$ cat src/rtl/dram_arbiter.sv
// DRAM arbiter: shares one DRAM between CPU accesses and CAS-before-RAS refresh,
// deferring refresh during accesses and tracking owed refreshes.
module dram_arbiter #(
  parameter int REFRESH_INTERVAL = 110,
  parameter int MAX_PENDING      = 4,
  parameter int TRP              = 1
) (
  input  logic       CLK,
  input  logic       RESETn,
  input  logic       ACC_REQ,
  input  logic       ACC_UDS,
  input  logic       ACC_LDS,
  output logic       RASn,
  output logic       UCASn,
  output logic       LCASn,
  output logic       ADDR_SEL,
  output logic       ACC_ACK,
  output logic [2:0] REF_PENDING,
  output logic       REF_OVERRUN,
  output logic [2:0] state_dbg
);

  localparam int              TW         = $clog2(REFRESH_INTERVAL + 1);
  localparam logic [TW-1:0]   TIMER_LAST = TW'(REFRESH_INTERVAL - 1);
  localparam logic [2:0]      PEND_MAX   = 3'(MAX_PENDING);
  localparam logic [1:0]      TRP_LAST   = 2'(TRP - 1);

  typedef enum logic [2:0] {
    IDLE      = 3'd0,
    ACC_ROW   = 3'd1,
    ACC_COL   = 3'd2,
    PRECHARGE = 3'd3,
    REF_CAS   = 3'd4,
    REF_RAS   = 3'd5
  } state_t;

  state_t        state_q, state_d, arb_state;
  logic [1:0]    cnt_q, cnt_d;
  logic [TW-1:0] timer_q, timer_d;
  logic [2:0]    pend_q, pend_d;
  logic          ovr_q, ovr_d;
  logic          ras_q, ras_d, ucas_q, ucas_d, lcas_q, lcas_d;
  logic          asel_q, asel_d, ack_q, ack_d;
  logic          tick, dec;

  // Handshake: ACC_REQ is held high for the whole bus cycle; ACC_ACK is high
  // only while the column strobes are active, and the access ends on the
  // edge that samples ACC_REQ low.
  always_comb begin
    arb_state = IDLE;
    if (pend_q == PEND_MAX)  arb_state = REF_CAS;
    else if (ACC_REQ)        arb_state = ACC_ROW;
    else if (pend_q != 3'd0) arb_state = REF_CAS;
  end

  always_comb begin
    state_d = state_q;
    case (state_q)
      IDLE:      state_d = arb_state;
      ACC_ROW:   state_d = ACC_REQ ? ACC_COL : PRECHARGE;
      ACC_COL:   if (!ACC_REQ) state_d = PRECHARGE;
      PRECHARGE: if (cnt_q == TRP_LAST) state_d = arb_state;
      REF_CAS:   state_d = REF_RAS;
      REF_RAS:   if (cnt_q == 2'd1) state_d = PRECHARGE;
      default:   state_d = IDLE;
    endcase
    // cnt measures residency in the multi-cycle states, restarting on entry
    cnt_d = '0;
    if (state_d == state_q && (state_q == PRECHARGE || state_q == REF_RAS))
      cnt_d = cnt_q + 2'd1;
  end

  always_comb begin
    tick    = (timer_q == TIMER_LAST);
    timer_d = tick ? '0 : timer_q + TW'(1);
    dec     = (state_d == REF_CAS) && (state_q != REF_CAS);
    pend_d  = pend_q;
    ovr_d   = ovr_q;
    // a tick and a refresh start on the same edge cancel out
    if (tick && !dec) begin
      if (pend_q == PEND_MAX) ovr_d  = 1'b1;
      else                    pend_d = pend_q + 3'd1;
    end else if (dec && !tick) begin
      pend_d = pend_q - 3'd1;
    end
  end

  always_comb begin
    ras_d  = 1'b1;
    ucas_d = 1'b1;
    lcas_d = 1'b1;
    asel_d = 1'b0;
    ack_d  = 1'b0;
    case (state_d)
      ACC_ROW: ras_d = 1'b0;
      ACC_COL: begin
        ras_d  = 1'b0;
        ucas_d = !ACC_UDS;
        lcas_d = !ACC_LDS;
        asel_d = 1'b1;
        ack_d  = 1'b1;
      end
      REF_CAS: begin
        ucas_d = 1'b0;
        lcas_d = 1'b0;
      end
      REF_RAS: begin
        ras_d  = 1'b0;
        ucas_d = 1'b0;
        lcas_d = 1'b0;
      end
      default: ;
    endcase
  end

  always_ff @(posedge CLK or negedge RESETn) begin
    if (!RESETn) begin
      state_q <= IDLE;
      cnt_q   <= '0;
      timer_q <= '0;
      pend_q  <= '0;
      ovr_q   <= 1'b0;
      ras_q   <= 1'b1;
      ucas_q  <= 1'b1;
      lcas_q  <= 1'b1;
      asel_q  <= 1'b0;
      ack_q   <= 1'b0;
    end else begin
      state_q <= state_d;
      cnt_q   <= cnt_d;
      timer_q <= timer_d;
      pend_q  <= pend_d;
      ovr_q   <= ovr_d;
      ras_q   <= ras_d;
      ucas_q  <= ucas_d;
      lcas_q  <= lcas_d;
      asel_q  <= asel_d;
      ack_q   <= ack_d;
    end
  end

  assign RASn        = ras_q;
  assign UCASn       = ucas_q;
  assign LCASn       = lcas_q;
  assign ADDR_SEL    = asel_q;
  assign ACC_ACK     = ack_q;
  assign REF_PENDING = pend_q;
  assign REF_OVERRUN = ovr_q;
  assign state_dbg   = state_q;

endmodule

$ cat config.mk
export PLATFORM = sky130hd
export DESIGN_NAME = dram_arbiter
export DESIGN_NICKNAME = d
export VERILOG_FILES = /design/src/rtl/dram_arbiter.sv
export SDC_FILE = /design/constraint.sdc
export NUM_CORES = 1
export LEC_CHECK = 0
export ABC_AREA = 1
export CAP_MARGIN = 5
export CORE_UTILIZATION = 30
export DETAILED_ROUTE_END_ITERATION = 10
export GPL_TIMING_DRIVEN = 0
export PLACE_DENSITY_LB_ADDON = 0.12
export RECOVER_POWER = 100
export SETUP_SLACK_MARGIN = 0.15
export SLEW_MARGIN = 20
export SYNTH_ARGS = -nofsm -noshare
export SYNTH_HDL_FRONTEND = slang
export SYNTH_SLANG_ARGS = --single-unit
$ cat constraint.sdc
create_clock -name CLK -period 2.1 [get_ports CLK]
set_input_delay 0.315 -clock CLK [delete_from_list [all_inputs] [get_ports CLK]]
set_output_delay 0.315 -clock CLK [all_outputs]
set_load 0.02 [all_outputs]
==> results.py, run 1 <==
metrics = {
    "run_status": {
        "status": "finished clean",
    },
    "cts": {
        "clk_pin_slew_ns": 0.12,
        "cts_buffers": 3,
        "cts_hold_buf": 0,
        "clock_latency_ns": 0.31,
        "cts_sinks": 20,
        "cts_tree": "yes",
        "htreeDepth": 1,
        "cts-root-buf": "clkbuf_4",
        "clk_path_buf_depth": 2,
    },
    "die": {
        "die_h_um": 62.5,
        "start_util": 0.322,
        "num_rows": 21,
        "coreArea_mm2": 0.00342,
        "die_area_mm2": 0.00391,
        "die_width_um": 62.5,
        "ios": 17,
    },
    "placed_design": {
        "dpl_cell_area_mm2": 0.00132,
        "dp_hpwl_mm": 1.43,
        "gp_congestion": 0.753,
        "io_buffers": 16,
    },
    "drt": {
        "wl_mm": 2.02,
        "wl_per_cell_um": 10.4,
        "drt-initial-drc-count": 41,
        "num_vias": 843,
        "drtPass1Iterations": 4,
        "final_antenna_net_count": 0,
        "vias_per_cell": 4.35,
        "drc": 0,
    },
    "setup_path": {
        "rr_startpoint": "cnt_q[0]",
        "crit_required_ns": 2.31,
        "worstPathArrival_ns": 2.05,
        "reg2reg_to": "REF_PENDING[2]",
        "crit_path_max_fanout": 5,
        "ff2ff_setup_slack_ns": 0.26,
        "worst_r2r_path_depth": 16,
        "cp-start-kind": "register",
        "end_kind": "register",
        "crit_type": "reg -> reg",
    },
    "logic_synthesis": {
        "synth_seq_cells": 20,
        "synth_cell_type_count": 29,
        "synthTopCellsByArea": "dfrtp_1 39%, nand2_1 7.5%, dfstp_2 7.2%",
        "synth.top_cell.area_share": 0.387,
        "ys_seq_area_frac": 0.458,
        "synth_nets": 133,
        "async_flop_share": 1.00,
        "synth-edff-count": 0,
        "synth-main-ff-cell": "dfrtp_1",
        "yosys_warnings": 0,
        "syn_area_mm2": 0.00110,
        "synthCells": 123,
        "synth.avg_cell_area_um2": 8.94,
        "synth_top_area_cell": "dfrtp_1",
    },
    "timing": {
        "worstMarginPinSlew_ns": 0.920,
        "fin_setup_tns_ns": 0,
        "post-route-min-period_ns": 1.84,
        "fmax_mhz": 542,
        "fin_worst_skew_ns": 0.00845,
        "setup_violations": 0,
        "grt_setup_unrepaired": "no",
        "hold_viol_final": 0,
        "drv_slew": 0,
        "slew-limit-headroom": 0.385,
        "fin_crit_sh": 0.878,
    },
    "final_layout": {
        "drive_above_1_share": 0.196,
        "fillers": 359,
        "final_util": 0.408,
        "area_delta_synth_final_pct": 26.6,
        "fin_area_mm2": 0.00139,
        "fin_nets": 159,
        "final_cell_mix": "23 x nand2_1, 17 x dfrtp_1, 15 x inv_1",
        "final_common_cell": "nand2_1",
        "antenna_cells": 0,
    },
    "global_route": {
        "grt_pass1_wl_mm": 3.44,
        "grt_antenna_before_repair": 0,
        "grt_overflow": 0,
        "grt_usage": 0.112,
        "grt_max_degree": 21,
        "grt_pass1_vias": 803,
    },
    "power": {
        "p_seq_frac": 0.338,
        "net-switching-power_mw": 0.760,
        "ir_worst_vdd_mv": 0.312,
        "switching_share": 0.412,
        "internal_power_mw": 1.08,
        "pwr_density_cell_mw_per_mm2": 1320,
        "clkPwrFrac": 0.174,
        "power_frac_comb": 0.488,
        "p_total_mw": 1.84,
        "leakage_nw": 0.686,
    },
    "min_path": {
        "min_path_cells": 1,
        "hp-class": "reg -> reg",
        "min_from": "REF_OVERRUN",
        "worstHoldEndpoint": "REF_OVERRUN",
    },
    "run": {
        "cap_violations": 0,
    },
}
-- what timing repair did --
action | CTS | global route
endpoints found under the hold margin | 0 | 0
endpoints found under the setup margin | 0 | 1
resized for setup | 0 | 4
setup buffers | 0 | 5
-- cells by family (layout without fill, tap and decap cells) --
| family | count (synthesis) | count (layout) | synth area share |
|---|---|---|---|
| flip-flops | 20 | 20 | 0.458 |
| XOR/XNOR | 4 | 4 | 0.0387 |
| buffers and inverters | 22 | 47 | 0.0808 |
| AND/OR/NAND/NOR | 57 | 57 | 0.288 |
| AO/OA/AOI/OAI | 15 | 15 | 0.0774 |
| adder cells (fa/ha/maj) | 5 | 5 | 0.0569 |
-- stage by stage --
step / cells / hold WS (ns) / setup slack, ns
6_report: 194 / 0.480 / 0.257
2_1_floorplan: 123 / 0.0194 / 0.391
5_1_grt: 194 / 0.512 / 0.0694
3_3_place_gp: 185 / 0.446 / 0.0497
3_5_place_dp: 185 / 0.460 / 0.0829
4_1_cts: 189 / 0.478 / 0.241
-- state kept, by name (all words and copies together), names as in the netlist --
name and count:
timer_q 7, REF_PENDING 3, cnt_q 2, LCASn 1, RASn 1, state_dbg 3
REF_OVERRUN 1, UCASn 1, ACC_ACK 1
-- power groups by stage --
| stage | combinational [mW] | clock (mW) | sequential [mW] |
|---|---|---|---|
| floorplan | 0.517 | 0 | 0.732 |
| global placement | 0.925 | 0 | 0.631 |
| detailed placement | 0.923 | 0 | 0.635 |
| CTS | 0.926 | 0.334 | 0.627 |
| global route | 1.01 | 0.344 | 0.648 |
| finish | 0.900 | 0.321 | 0.624 |
-- cells in the mapped netlist (3+ instances only) --
library cell and count:
nand2_1 22, a21oi_1 6, nor2_1 10, nor3_1 3
inv_1 14, nand2_4 4, dfrtp_1 17, o21ai_0 4
dfstp_2 3, nand3_1 9, ha_1 5, inv_2 6
-- area by class of cell --
type | instances | area, um^2 | area share
Sequential cell | 20 | 504 | 0.362
Multi-Input combinational cell | 81 | 492 | 0.353
Timing Repair Buffer | 21 | 198 | 0.142
Inverter | 21 | 81.3 | 0.0584
Tap cell | 46 | 57.6 | 0.0413
Clock inverter | 1 | 30.0 | 0.0216
Clock buffer | 3 | 22.5 | 0.0162
Buffer | 1 | 7.51 | 0.00539
-- worst max-delay path, stage by stage (launching register included) --
cell     delay, ns
dfrtp_1       0.42
inv_1         0.06
ha_1          0.19
nand4_1       0.09
nand2_1       0.17
nand2_4       0.08
nand2_4       0.10
inv_4         0.04
nand2_1       0.05
nand2_1       0.04
inv_1         0.05
ha_2          0.19
inv_1         0.04
nand2_1       0.06
nand2_1       0.04
nand3_1       0.07
nand2_1       0.05
-- metal layers --
layer  GRT usage  wire (um)  vias up
met4      0.0610         15        0
met3      0.0292         66        2
met5           0          0        -
li1            -          -      439
met2       0.175        998       13
met1       0.140        942      389
-- worst max-delay path by stage --
stage | start | to | slack, ns | cells after the start
global route | cnt_q[0] | REF_PENDING[2] | 0.07 | 15
CTS | timer_q[1] | REF_PENDING[2] | 0.24 | 14
global placement | ACC_REQ | REF_PENDING[2] | 0.05 | 15
floorplan | REF_PENDING[0] | REF_PENDING[2] | 0.39 | 14
detailed placement | ACC_REQ | REF_PENDING[2] | 0.08 | 15
finish | cnt_q[0] | REF_PENDING[2] | 0.26 | 16
(Power assumes the default switching activity.)
==> run 2, diff against run 1 <==
--- a/config.mk
+++ b/config.mk
@@ -7,12 +7,13 @@
 export LEC_CHECK = 0
 export ABC_AREA = 1
 export CAP_MARGIN = 5
-export CORE_UTILIZATION = 30
+export CORE_UTILIZATION = 52
 export DETAILED_ROUTE_END_ITERATION = 10
 export GPL_TIMING_DRIVEN = 0
 export PLACE_DENSITY_LB_ADDON = 0.12
 export RECOVER_POWER = 100
 export SETUP_SLACK_MARGIN = 0.15
+export SKIP_CTS_REPAIR_TIMING = 1
 export SLEW_MARGIN = 20
 export SYNTH_ARGS = -nofsm -noshare
 export SYNTH_HDL_FRONTEND = slang
==> run 2 against run 1 <==
Sequential cell count stayed put. Cell area is 5.5% lower. First-iteration DRC count is 66% lower. Maximum frequency is 0.11% higher. Critical path depth is 2 lower. Global-route usage is 7.1 points higher. Worst setup slack better by 0.0021 ns. Critical path type unchanged. Largest power group unchanged.
==> results.py, run 2 (synthesized netlist as in run 1, its figures left out) <==
metrics = {
    "power": {
        "ir_worst_vdd_mv": 0.818,
        "net-switching-power_mw": 0.743,
        "p_seq_frac": 0.372,
        "switching_share": 0.444,
        "pwr_density_cell_mw_per_mm2": 1270,
        "power_frac_comb": 0.519,
        "leakage_nw": 0.657,
        "clkPwrFrac": 0.108,
        "internal_power_mw": 0.932,
    },
    "drt": {
        "vias_per_cell": 5.02,
        "drc": 0,
        "drtPass1Iterations": 4,
        "wl_mm": 1.94,
        "drt-initial-drc-count": 14,
        "final_antenna_net_count": 0,
        "num_vias": 858,
        "wl_per_cell_um": 11.3,
    },
    "setup_path": {
        "cp-start-kind": "register",
        "slowest_stage": "dfrtp_1",
        "cp.depth": 14,
        "crit_start": "cnt_q[0]",
        "endpoint": "REF_PENDING[2]",
        "worst_r2r_path_depth": 14,
        "critPathMaxStageDelay_ns": 0.42,
        "cpLargestDelayFamily": "simple AND/OR/NAND/NOR gates",
        "crit_path_max_fanout": 4,
        "end_kind": "register",
        "critPathBufInv": 2,
        "crit_required_ns": 2.29,
        "worstPathCellList": "inv_1 > ha_4 > nand4_1 > nand2_1 > nand2_4 > nand2_4 > nand2_1 > nand2_1 > inv_1 > ha_1 > a21oi_1 > nand2_1 > nand3_1 > nand2_1",
        "worst_path_most_repeated_cell": "nand2_1",
        "reg2reg_to": "REF_PENDING[2]",
        "crit_type": "reg -> reg",
        "worstPathArrival_ns": 2.03,
        "ff2ff_setup_slack_ns": 0.26,
        "rr_startpoint": "cnt_q[0]",
    },
    "global_route": {
        "grt_max_degree": 21,
        "grt_busiest_layer": "met2",
        "grt_pass1_wl_mm": 2.99,
        "grt_antenna_before_repair": 0,
        "grt_usage": 0.183,
        "grt_use_met3": 0.0340,
        "grtUsageMet1": 0.237,
        "grt_pass1_vias": 732,
        "use_met2": 0.314,
        "grt_overflow": 0,
    },
    "timing": {
        "fmax_mhz": 543,
        "post-route-min-period_ns": 1.84,
        "grt_setup_unrepaired": "no",
        "worstMarginPinSlew_ns": 0.882,
        "slew-limit-headroom": 0.410,
        "drv_slew": 0,
        "fin_crit_sh": 0.877,
        "fin_setup_tns_ns": 0,
        "setup_violations": 0,
        "hold_viol_final": 0,
        "fin_worst_skew_ns": 0.00331,
    },
    "final_layout": {
        "regMostFlops": "timer_q",
        "largest_register_ffs": 7,
        "layout.cells.non_filler": 171,
        "area_delta_synth_final_pct": 19.7,
        "drive_above_1_share": 0.153,
        "final_cell_mix": "24 x nand2_1, 17 x dfrtp_1, 15 x inv_1",
        "fin_nets": 155,
        "fillers": 180,
        "antenna_cells": 0,
        "final_common_cell": "nand2_1",
    },
    "run": {
        "cap_violations": 0,
    },
    "die": {
        "ios": 17,
        "coreArea_mm2": 0.00198,
        "die_h_um": 48.0,
        "num_rows": 16,
        "start_util": 0.555,
        "die_width_um": 48.0,
        "die_area_mm2": 0.00230,
    },
    "placed_design": {
        "dp_cells": 166,
        "gp_congestion": 0.806,
        "dp_hpwl_mm": 1.49,
        "io_buffers": 16,
    },
    "cts": {
        "clk_pin_slew_ns": 0.11,
        "cts-root-buf": "clkbuf_4",
        "cts_sinks": 20,
        "cts_tree": "yes",
        "clk_path_buf_depth": 2,
        "clock_latency_ns": 0.29,
        "cts_buffers": 3,
        "htreeDepth": 1,
    },
    "run_status": {
        "status": "finished clean",
    },
    "min_path": {
        "min_from": "cnt_q[0]",
        "hp-class": "reg -> reg",
    },
}
[run 2: final cells by class]
cell class / count / area (um^2) / share of cell area
well taps: 27 / 33.8 / 0.0257
clock buffers: 4 / 26.3 / 0.0200
flip-flops and latches: 20 / 504 / 0.383
inverters: 21 / 81.3 / 0.0618
repair buffers: 17 / 168 / 0.127
plain buffers: 1 / 7.51 / 0.00570
multi-input cells: 81 / 495 / 0.376
[run 2: worst register-to-register path, stage by stage (launching register included)]
cell and delay, ns:
dfrtp_1 0.42, inv_1 0.12, ha_4 0.16, nand4_1 0.08
nand2_1 0.16, nand2_4 0.09, nand2_4 0.09, nand2_1 0.07
nand2_1 0.07, inv_1 0.04, ha_1 0.18, a21oi_1 0.12
nand2_1 0.06, nand3_1 0.06, nand2_1 0.05
[run 2: per-stage QoR]
step	area [um^2]	power, mW	worst slack (ns)	hold slack (ns)	util
3_5_place_dp	1290	1.56	0.0761	0.469	0.653
4_1_cts	1320	1.74	0.235	0.484	0.666
6_report	1320	1.67	0.259	0.489	0.664
2_1_floorplan	1100	1.25	0.391	0.0194	-
5_1_grt	1320	1.83	0.107	0.515	0.664
3_3_place_gp	1290	1.53	0.102	0.452	0.653
[run 2: power by group through the flow]
stage / Combinational (mW) / Sequential (mW) / Clock [mW]
6_report: 0.870 / 0.624 / 0.181
5_1_grt: 0.986 / 0.640 / 0.208
4_1_cts: 0.926 / 0.626 / 0.192
3_5_place_dp: 0.923 / 0.633 / 0
3_3_place_gp: 0.902 / 0.629 / 0
2_1_floorplan: 0.517 / 0.732 / 0
[run 2: worst min-delay path by stage]
stage / to / slack (ns) / depth (start not counted)
3_5_place_dp: cnt_q[0] / 0.47 / 1
5_1_grt: cnt_q[0] / 0.51 / 1
4_1_cts: cnt_q[0] / 0.48 / 1
3_3_place_gp: cnt_q[0] / 0.45 / 1
2_1_floorplan: ACC_ACK / 0.02 / 0
6_report: cnt_q[0] / 0.49 / 1
[run 2: metal layers]
layer | wire length (um) | vias up
li1 | - | 435
met2 | 937 | 26
met1 | 906 | 393
met4 | 21 | 0
met5 | 0 | -
met3 | 73 | 4
==> run 3, diff against run 2 <==
==> constraint.sdc (replaced) <==
create_clock -name CLK -period 2.1 [get_ports CLK]
set_input_delay 0.21 -clock CLK [delete_from_list [all_inputs] [get_ports CLK]]
set_output_delay 0.21 -clock CLK [all_outputs]
set_load 0.02 [all_outputs]
==> results of run 3 <==
Same layout as run 2 (identical final DEF). Status: finished clean.
Main changes from that run: setup slack after placement 0.0761 ns -> 0.181 ns; hold slack 0.489 ns -> 0.437 ns; end point of the worst hold path cnt_q[0] -> LCASn
